$ cat src/rtl/ibex_rf_wb_pkg.sv
// Shared types and address helpers for the register-file writeback controller.
// Address decode honours RV32E (bit 4 ignored) and treats x0 as never written.
package ibex_rf_wb_pkg;

  localparam int unsigned RfAddrWidth = 5;
  localparam int unsigned RfDataWidth = 32;

  typedef struct packed {
    logic                   valid;
    logic [RfAddrWidth-1:0] addr;
    logic [RfDataWidth-1:0] data;
  } rf_wr_req_t;

  function automatic logic [RfAddrWidth-1:0] rf_addr_decode(logic [RfAddrWidth-1:0] addr,
                                                            logic                   rv32e);
    return rv32e ? {1'b0, addr[3:0]} : addr;
  endfunction

  function automatic logic rf_addr_is_x0(logic [RfAddrWidth-1:0] addr, logic rv32e);
    return rf_addr_decode(addr, rv32e) == '0;
  endfunction

  // x0 never matches, so it can neither be written nor forwarded.
  function automatic logic rf_addr_match(logic [RfAddrWidth-1:0] addr_a,
                                         logic [RfAddrWidth-1:0] addr_b,
                                         logic                   rv32e);
    return (rf_addr_decode(addr_a, rv32e) == rf_addr_decode(addr_b, rv32e)) &&
           !rf_addr_is_x0(addr_a, rv32e);
  endfunction

endpackage

$ cat src/rtl/ibex_rf_fwd_mux.sv
// Read-after-write forwarding for one operand port: the skid buffer holds the
// younger write, so it takes precedence over the writeback stage.
module ibex_rf_fwd_mux
  import ibex_rf_wb_pkg::*;
#(
  parameter bit          RV32E     = 1'b0,
  parameter int unsigned DataWidth = 32
) (
  input  logic [4:0]           raddr,
  input  logic                 buf_valid,
  input  logic [4:0]           buf_addr,
  input  logic [DataWidth-1:0] buf_data,
  input  logic                 wb_valid,
  input  logic [4:0]           wb_addr,
  input  logic [DataWidth-1:0] wb_data,
  output logic                 fwd_valid,
  output logic [DataWidth-1:0] fwd_data
);

  always_comb begin
    fwd_valid = 1'b0;
    fwd_data  = '0;
    if (buf_valid && rf_addr_match(buf_addr, raddr, RV32E)) begin
      fwd_valid = 1'b1;
      fwd_data  = buf_data;
    end else if (wb_valid && rf_addr_match(wb_addr, raddr, RV32E)) begin
      fwd_valid = 1'b1;
      fwd_data  = wb_data;
    end
  end

endmodule

$ cat src/rtl/ibex_rf_wb_ctrl.sv
// Merges EX results and late LSU load responses into one registered RF write
// stream, with a one-entry EX skid buffer and operand forwarding.
// Optional IBEX_RF_WB_PERF_CNT_EN adds a saturating collision counter output.
module ibex_rf_wb_ctrl
  import ibex_rf_wb_pkg::*;
#(
  parameter bit          RV32E     = 1'b0,
  parameter int unsigned DataWidth = 32
) (
  input  logic                 clk_i,
  input  logic                 rst_ni,
  input  logic                 ex_valid_i,
  output logic                 ex_ready_o,
  input  logic [4:0]           ex_waddr_i,
  input  logic [DataWidth-1:0] ex_wdata_i,
  input  logic                 lsu_valid_i,
  input  logic [4:0]           lsu_waddr_i,
  input  logic [DataWidth-1:0] lsu_wdata_i,
  input  logic                 flush_i,
  output logic                 rf_we_o,
  output logic [4:0]           rf_waddr_o,
  output logic [DataWidth-1:0] rf_wdata_o,
  input  logic [4:0]           raddr_a_i,
  input  logic [4:0]           raddr_b_i,
  output logic                 fwd_a_valid_o,
  output logic [DataWidth-1:0] fwd_a_data_o,
  output logic                 fwd_b_valid_o,
  output logic [DataWidth-1:0] fwd_b_data_o,
  output logic                 busy_o
`ifdef IBEX_RF_WB_PERF_CNT_EN
  ,
  output logic [31:0]          collision_cnt_o
`endif
);

  typedef struct packed {
    logic                 valid;
    logic [4:0]           addr;
    logic [DataWidth-1:0] data;
  } wb_entry_t;

  wb_entry_t wb_q, wb_d;
  wb_entry_t buf_q, buf_d;
  wb_entry_t sel;
  logic      ex_accept;
  logic      buf_live;
  logic      buf_load;

  assign ex_ready_o = ~buf_q.valid;
  assign ex_accept  = ex_valid_i & ~buf_q.valid & ~flush_i;
  // A flush kills the buffered entry before it can be selected for writeback.
  assign buf_live   = buf_q.valid & ~flush_i;
  assign buf_load   = lsu_valid_i & ex_accept;

  // Source select: LSU > skid buffer > accepted EX
  always_comb begin
    sel         = '0;
    buf_d       = buf_q;
    buf_d.valid = 1'b0;
    if (lsu_valid_i) begin
      sel = '{valid: 1'b1, addr: lsu_waddr_i, data: lsu_wdata_i};
      if (buf_load) begin
        buf_d = '{valid: 1'b1, addr: ex_waddr_i, data: ex_wdata_i};
      end else begin
        buf_d.valid = buf_live;
      end
    end else if (buf_live) begin
      sel = buf_q;
    end else if (ex_accept) begin
      sel = '{valid: 1'b1, addr: ex_waddr_i, data: ex_wdata_i};
    end
  end

  // x0 entries are consumed but issue no write; addr/data hold the last real write.
  always_comb begin
    wb_d       = wb_q;
    wb_d.valid = 1'b0;
    if (sel.valid && !rf_addr_is_x0(sel.addr, RV32E)) begin
      wb_d = sel;
    end
  end

  // Stage boundary: writeback register and skid buffer
  always_ff @(posedge clk_i or negedge rst_ni) begin
    if (!rst_ni) begin
      wb_q  <= '0;
      buf_q <= '0;
    end else begin
      wb_q  <= wb_d;
      buf_q <= buf_d;
    end
  end

  assign rf_we_o    = wb_q.valid;
  assign rf_waddr_o = wb_q.addr;
  assign rf_wdata_o = wb_q.data;
  assign busy_o     = wb_q.valid | buf_q.valid;

  ibex_rf_fwd_mux #(
    .RV32E     (RV32E),
    .DataWidth (DataWidth)
  ) u_fwd_a (
    .raddr     (raddr_a_i),
    .buf_valid (buf_q.valid),
    .buf_addr  (buf_q.addr),
    .buf_data  (buf_q.data),
    .wb_valid  (wb_q.valid),
    .wb_addr   (wb_q.addr),
    .wb_data   (wb_q.data),
    .fwd_valid (fwd_a_valid_o),
    .fwd_data  (fwd_a_data_o)
  );

  ibex_rf_fwd_mux #(
    .RV32E     (RV32E),
    .DataWidth (DataWidth)
  ) u_fwd_b (
    .raddr     (raddr_b_i),
    .buf_valid (buf_q.valid),
    .buf_addr  (buf_q.addr),
    .buf_data  (buf_q.data),
    .wb_valid  (wb_q.valid),
    .wb_addr   (wb_q.addr),
    .wb_data   (wb_q.data),
    .fwd_valid (fwd_b_valid_o),
    .fwd_data  (fwd_b_data_o)
  );

`ifdef IBEX_RF_WB_PERF_CNT_EN
  function automatic logic [31:0] sat_inc32(logic [31:0] val);
    return (val == 32'hFFFF_FFFF) ? val : val + 32'd1;
  endfunction

  logic [31:0] collision_cnt_q;

  // Stage boundary: collision counter
  always_ff @(posedge clk_i or negedge rst_ni) begin
    if (!rst_ni) begin
      collision_cnt_q <= '0;
    end else if (buf_load) begin
      collision_cnt_q <= sat_inc32(collision_cnt_q);
    end
  end

  assign collision_cnt_o = collision_cnt_q;
`endif

endmodule

$ cat config.mk
export PLATFORM = sky130hd
export DESIGN_NAME = ibex_rf_wb_ctrl
export DESIGN_NICKNAME = d
export VERILOG_FILES = /design/src/rtl/ibex_rf_wb_pkg.sv /design/src/rtl/ibex_rf_fwd_mux.sv /design/src/rtl/ibex_rf_wb_ctrl.sv
export SDC_FILE = /design/constraint.sdc
export NUM_CORES = 1
export LEC_CHECK = 0
export ABC_AREA = 1
export CAP_MARGIN = 20
export CORE_AREA = 5 5 114 116
export DETAILED_ROUTE_END_ITERATION = 16
export DIE_AREA = 0 0 119 121
export HOLD_SLACK_MARGIN = 0.06
export PLACE_DENSITY = 0.81
export SYNTH_ARGS = -nofsm -noshare
export SYNTH_HDL_FRONTEND = slang
export SYNTH_SLANG_ARGS = --single-unit
$ cat constraint.sdc
create_clock -name clk_i -period 2.04 [get_ports clk_i]
set_input_delay 0.408 -clock clk_i [delete_from_list [all_inputs] [get_ports clk_i]]
set_output_delay 0.408 -clock clk_i [all_outputs]
set_load 0.005 [all_outputs]
; ---- After elaboration in Yosys (flattened, before gate mapping)
; Index checks and enable logic that the tools add are counted.
[classes]
addsub = 0
bitwise_logic = 7
order_cmp = 0
div_mod_pow = 0
reduce_logical = 16
eq_ne = 4
n_mux = 15
n_mul = 0
n_shift = 0
[op_table]
columns = op, n
row1 = $mux 38, 5
row2 = $mux 32, 4
row3 = $mux 37, 1
row4 = $eq 5x5->1, 4
row5 = $logic_not 5->1, 3
row6 = $logic_and 1x1->1, 9
row7 = $mux 1, 5
row8 = $and 1x1->1, 4
row9 = $logic_not 1->1, 3
row10 = $not 1->1, 2
row11 = $reduce_and 2->1, 1
row12 = $or 1x1->1, 1
[totals]
mem_bits_ro = 0
ram_bits = 0
regBits = 76
latchBits = 0
memories = 0
inputBits = 89
word_cells = 48

; ---- Logic depth before layout (Yosys ltp)
[logic_depth]
word_depth = 10
ltp_mapped = 11
ltp_nobuf = 10

; ---- Cells and area by module
; From an unflattened synthesis, not the netlist that was laid out.
[unflattened]
cells_unflattened = 749
hier_area_um2 = 5843.1
[by_module_without_submodules]
columns = mod, area_each_um2, cells_per_inst, instances
row1 = ibex_rf_wb_ctrl, 3823.7, 419, 1
row2 = ibex_rf_fwd_mux, 1009.7, 165, 2

; ---- Worst setup path before layout
; OpenSTA, ideal clock, no wires.
[synth_path]
kind = register to output
from = reg buf_q[32] in the netlist's numbering
to = out fwd_b_data_o[10]
t_required_ns = 1.632
arrival_time_ns = 1.314
setup_slack_ns = 0.318
stages_incl_launch_ff = 9
cell_sequence = dfrtp_1 -> inv_1 -> or2_2 -> o211ai_1 -> nor2_1 -> nand2_2 -> buf_4 -> nand3_1 -> nand2_1
[synth_via]
elab_chain_len = 5
word_cells_on_any_way = 6
cone_classes = 1 x eq/ne / 1 x mux / 4 x reduce/logical
[synth_lines]
columns = item, line_no
row1 = from (decl), ibex_rf_wb_ctrl.sv:43  ; wb_entry_t buf_q, buf_d;
row2 = from (signal assigned), ibex_rf_wb_ctrl.sv:90  ; buf_q <= buf_d;
row3 = $logic_not 5->1, ibex_rf_wb_pkg.sv:20  ; return rf_addr_decode(addr, rv32e) == '0;
row4 = $logic_not 1->1, ibex_rf_wb_pkg.sv:28  ; !rf_addr_is_x0(addr_a, rv32e);
row5 = $logic_and 1x1->1 (*), ibex_rf_wb_pkg.sv:27  ; return (rf_addr_decode(addr_a, rv32e) == rf_addr_decode(addr_b, rv32e)) &&
row6 = $logic_and 1x1->1 (*), ibex_rf_fwd_mux.sv:23  ; if (buf_valid && rf_addr_match(buf_addr, raddr, RV32E)) begin
row7 = $mux 32 (*), ibex_rf_fwd_mux.sv:23
row8 = to (decl), ibex_rf_wb_ctrl.sv:28  ; output logic [DataWidth-1:0] fwd_b_data_o,
; Every way passes the cells marked *; elsewhere a longest branch is shown, timed or not.

; ---- Worst setup path in the final report
[layout_path]
from = reg wb_q (netlist bit rf_waddr_o[0])
to = out fwd_b_data_o[29]
[layout_via]
elab_chain_len = 6
word_cells_on_any_way = 7
cone_classes = 1 x eq/ne / 2 x mux / 4 x reduce/logical
[layout_lines]
columns = item, line_no
row1 = from (decl), ibex_rf_wb_ctrl.sv:42  ; wb_entry_t wb_q, wb_d;
row2 = from (signal assigned), ibex_rf_wb_ctrl.sv:89  ; wb_q <= wb_d;
row3 = $logic_not 5->1, ibex_rf_wb_pkg.sv:20
row4 = $logic_not 1->1, ibex_rf_wb_pkg.sv:28
row5 = $logic_and 1x1->1 (*), ibex_rf_wb_pkg.sv:27
row6 = $logic_and 1x1->1 (*), ibex_rf_fwd_mux.sv:26  ; end else if (wb_valid && rf_addr_match(wb_addr, raddr, RV32E)) begin
row7 = $mux 32 (*), ibex_rf_fwd_mux.sv:26
row8 = $mux 32 (*), ibex_rf_fwd_mux.sv:23
; Marked as above.

==> metrics <==
Slew @ Worst Pin 594 ps; internal power 3.54 mW; vias in the first global route 7045; first-pass GRT wire length 36200 µm; CTS tree yes; crit path max fanout 5; area grow syn2layout 76.4%; combinational share of power 0.323; Worst EP arrival 2120 ps; final hold vios 0; Switch Pwr 1.79 mW; minimum clock period 2530 ps; max_cap viols 0; Leakage 4.63 nW; Reg2Reg Launch Point buf_q[34]$_DFFE_PN0P_; Die Width 119 µm; Synth Warn # 0; Detail Route Antenna Nets 0; HPWL after DPL 13800 µm; # hold bufs at CTS 0; failing checks setup timing; fraction of layout cells with a size suffix above 1 0.338; ANT cells 0; Iteration-0 DRC Markers 752; Post-Route WL 24300 µm; overall routing resource usage 0.315; Area after DPL 0.00776 mm²; sequential area share after synthesis 0.359; largest family of logic cells by synthesized area simple AND/OR/NAND/NOR gates; compound-cell area share of the yosys netlist 0.128; mux share of post-synthesis cell area 0.00851; post-layout util 0.791; CTS root buffer clkbuf_16; power per cell area 571 mW/mm²; Clock Tree Buf Depth 2; Sum Neg Setup Slack -24250 ps; IO Count 195; ys flop type dfrtp_1; Worst-Skew Late Latency 330 ps; Worst Setup End Kind output port; Final nets 1150; Worst Skew 6.56 ps; Sw Ratio 0.336; final setup vio count 66; maximum VDD drop 337 µV; initial antenna violation count 0; Synth Cell Area 0.00530 mm²; #FFs+latches synth 76; Residual DRC 0; Routed WL per cell 20.0 µm; Crit Path Class register to output port; drt pass-1 iters 5; Final Max Tran Viols 0; Worst slew margin 0.604; routability cong. 0.890; row cnt 40; Async S/R FF share, synth 1.00; critical path startpoint rf_waddr_o[0]$_DFFE_PN0P_; maximum clock frequency 395 MHz; Final period util 1.24; Seq pwr share 0.385; IO buf count 194; H-tree depth 3; Post-synth EDFFs 0; Adder-Cell Fraction of Synth Area 0; total power 5.33 mW; post-synth cell types 34; starting density of the core 0.448; Vias 7094; final worst-path setup slack -488 ps; post-DR vias/cell 5.86; Hold WC Path Type input pin to asynchronous set/reset pin; syn_nets 879; Die Y 121 µm; core area 0.0118 mm²; RSZ-0062 raised after global routing yes; Fillers 769; gr ovfl total 0; design area 0.00934 mm²; Synth Area in Simple Gates 0.387; Crit path required time 1630 ps; TritonCTS sink count 76; Clk network pwr share 0.292; Post-Syn Area per Cell 6.70 µm²; CP startpoint kind register; Cells after Synth 790; Worst-path clk slew 60 ps; XOR/XNOR Fraction of Synth Area 0.0116; largest net degree at the start of global routing 41; die area 0.0144 mm²; Placement Setup Slack -783 ps; status finished with violations; TritonCTS Buffers 9
metrics by stage:
step	std cells	hold slack (ps)
2_1_floorplan	790	112
3_3_place_gp	1131	438
5_1_grt	1211	118
6_report	1211	78.3
3_5_place_dp	1131	444
4_1_cts	1210	92.1
path summary, 6_finish.rpt:
check	slack, ps	depth (start not counted)	to
min reg2reg	550	2	buf_q[8]$_DFFE_PN0P_
max reg2reg	200	11	rf_wdata_o[4]$_DFFE_PN0P_
max in group asynchronous	1380	2	rf_wdata_o[19]$_DFFE_PN0P_
max	-490	10	fwd_b_data_o[29]
min in group clk_i	390	2	buf_q[37]$_DFF_PN0_
min	80	1	buf_q[30]$_DFFE_PN0P_
cell usage in the layout (no fill, tap or decap), drive strengths merged, types with 4 or more instances in the layout:
master and n:
o21ai 37, dfrtp 76, nor2 46, clkdlybuf4s50 115, clkbuf 15, nor3 4, mux2 4, xnor2 6
nand3 172, o21bai 32, dlygate4sd2 10, buf 189, inv 63, o22ai 35, nand2 240, or2 6
critical path: stages, from the launching register on:
cell and delay [ps]:
dfrtp_2 440, buf_6 130, xnor2_2 140, nand4_1 200, nor2_4 220, buf_6 160
buf_16 140, buf_12 110, nand3_2 80, nand2_1 60, buf_2 100
power by group through the flow:
| stage | Clock (mW) | Combinational, mW | Sequential [mW] |
|---|---|---|---|
| after detailed placement | 0 | 1.42 | 2.00 |
| after global routing | 1.62 | 1.85 | 2.08 |
| after global placement | 0 | 1.38 | 1.99 |
| after floorplan | 0 | 0.625 | 1.94 |
| final | 1.56 | 1.72 | 2.05 |
| after CTS | 1.54 | 1.64 | 2.00 |
Yosys cell counts (2+ instances only):
| master | number | area share |
|---|---|---|
| o211ai_1 | 2 | 0.0028 |
| buf_4 | 9 | 0.013 |
| nor2_2 | 2 | 0.0024 |
| inv_1 | 56 | 0.040 |
| nand2_2 | 3 | 0.0035 |
| o21ai_0 | 36 | 0.034 |
| or2_2 | 4 | 0.0047 |
| o21bai_1 | 32 | 0.045 |
| buf_6 | 5 | 0.011 |
| nand3_1 | 171 | 0.16 |
| inv_2 | 7 | 0.0050 |
| nand2_1 | 237 | 0.17 |
| clkbuf_1 | 15 | 0.011 |
| o22ai_1 | 35 | 0.041 |
| xnor2_1 | 6 | 0.0099 |
| buf_2 | 26 | 0.025 |
| dfrtp_1 | 76 | 0.36 |
| nor2_1 | 43 | 0.030 |
| nor3_1 | 3 | 0.0028 |
| nand4_1 | 2 | 0.0024 |
| buf_1 | 3 | 0.0021 |
| mux2_2 | 4 | 0.0085 |
| a21oi_1 | 2 | 0.0019 |
flip-flops by register name, summed over array words and instances, names as in the netlist:
register	count
buf_q	38
rf_waddr_o	5
rf_wdata_o	32
rf_we_o	1
cell type report:
type / instances / area [µm²] / area share
clock buffers: 11 / 233 / 0.0249
clock inverters: 3 / 40.0 / 0.00429
inverters: 63 / 244 / 0.0261
multi-input cells: 592 / 3460 / 0.370
flip-flops and latches: 76 / 1910 / 0.204
well taps: 147 / 184 / 0.0197
repair buffers: 319 / 3270 / 0.350
what timing repair did:
item / in CTS / in global routing
gates cloned: 10 / 4
pin swaps: 41 / 53
endpoints found under the setup margin: 66 / 98
buffers inserted: 55 / 7
gates resized for setup: 413 / 99
hold endpoints to repair: 0 / 0
per-layer routing:
metal | global-route usage | vias to the layer above | wire, µm
li1 | - | 3148 | -
met1 | 0.372 | 3281 | 8610
met2 | 0.536 | 528 | 11800
met3 | 0.0676 | 137 | 2350
met4 | 0.167 | 0 | 1470
met5 | 0 | - | 0
cell families (layout without fill, tap and decap cells):
family,after synthesis,count (layout)
simple gates,472,472
xor+xnor,7,7
buf+inv,122,396
compound gates,109,109
mux,4,4
flops,76,76
Note: power is estimated with default switching activity, not from simulation.
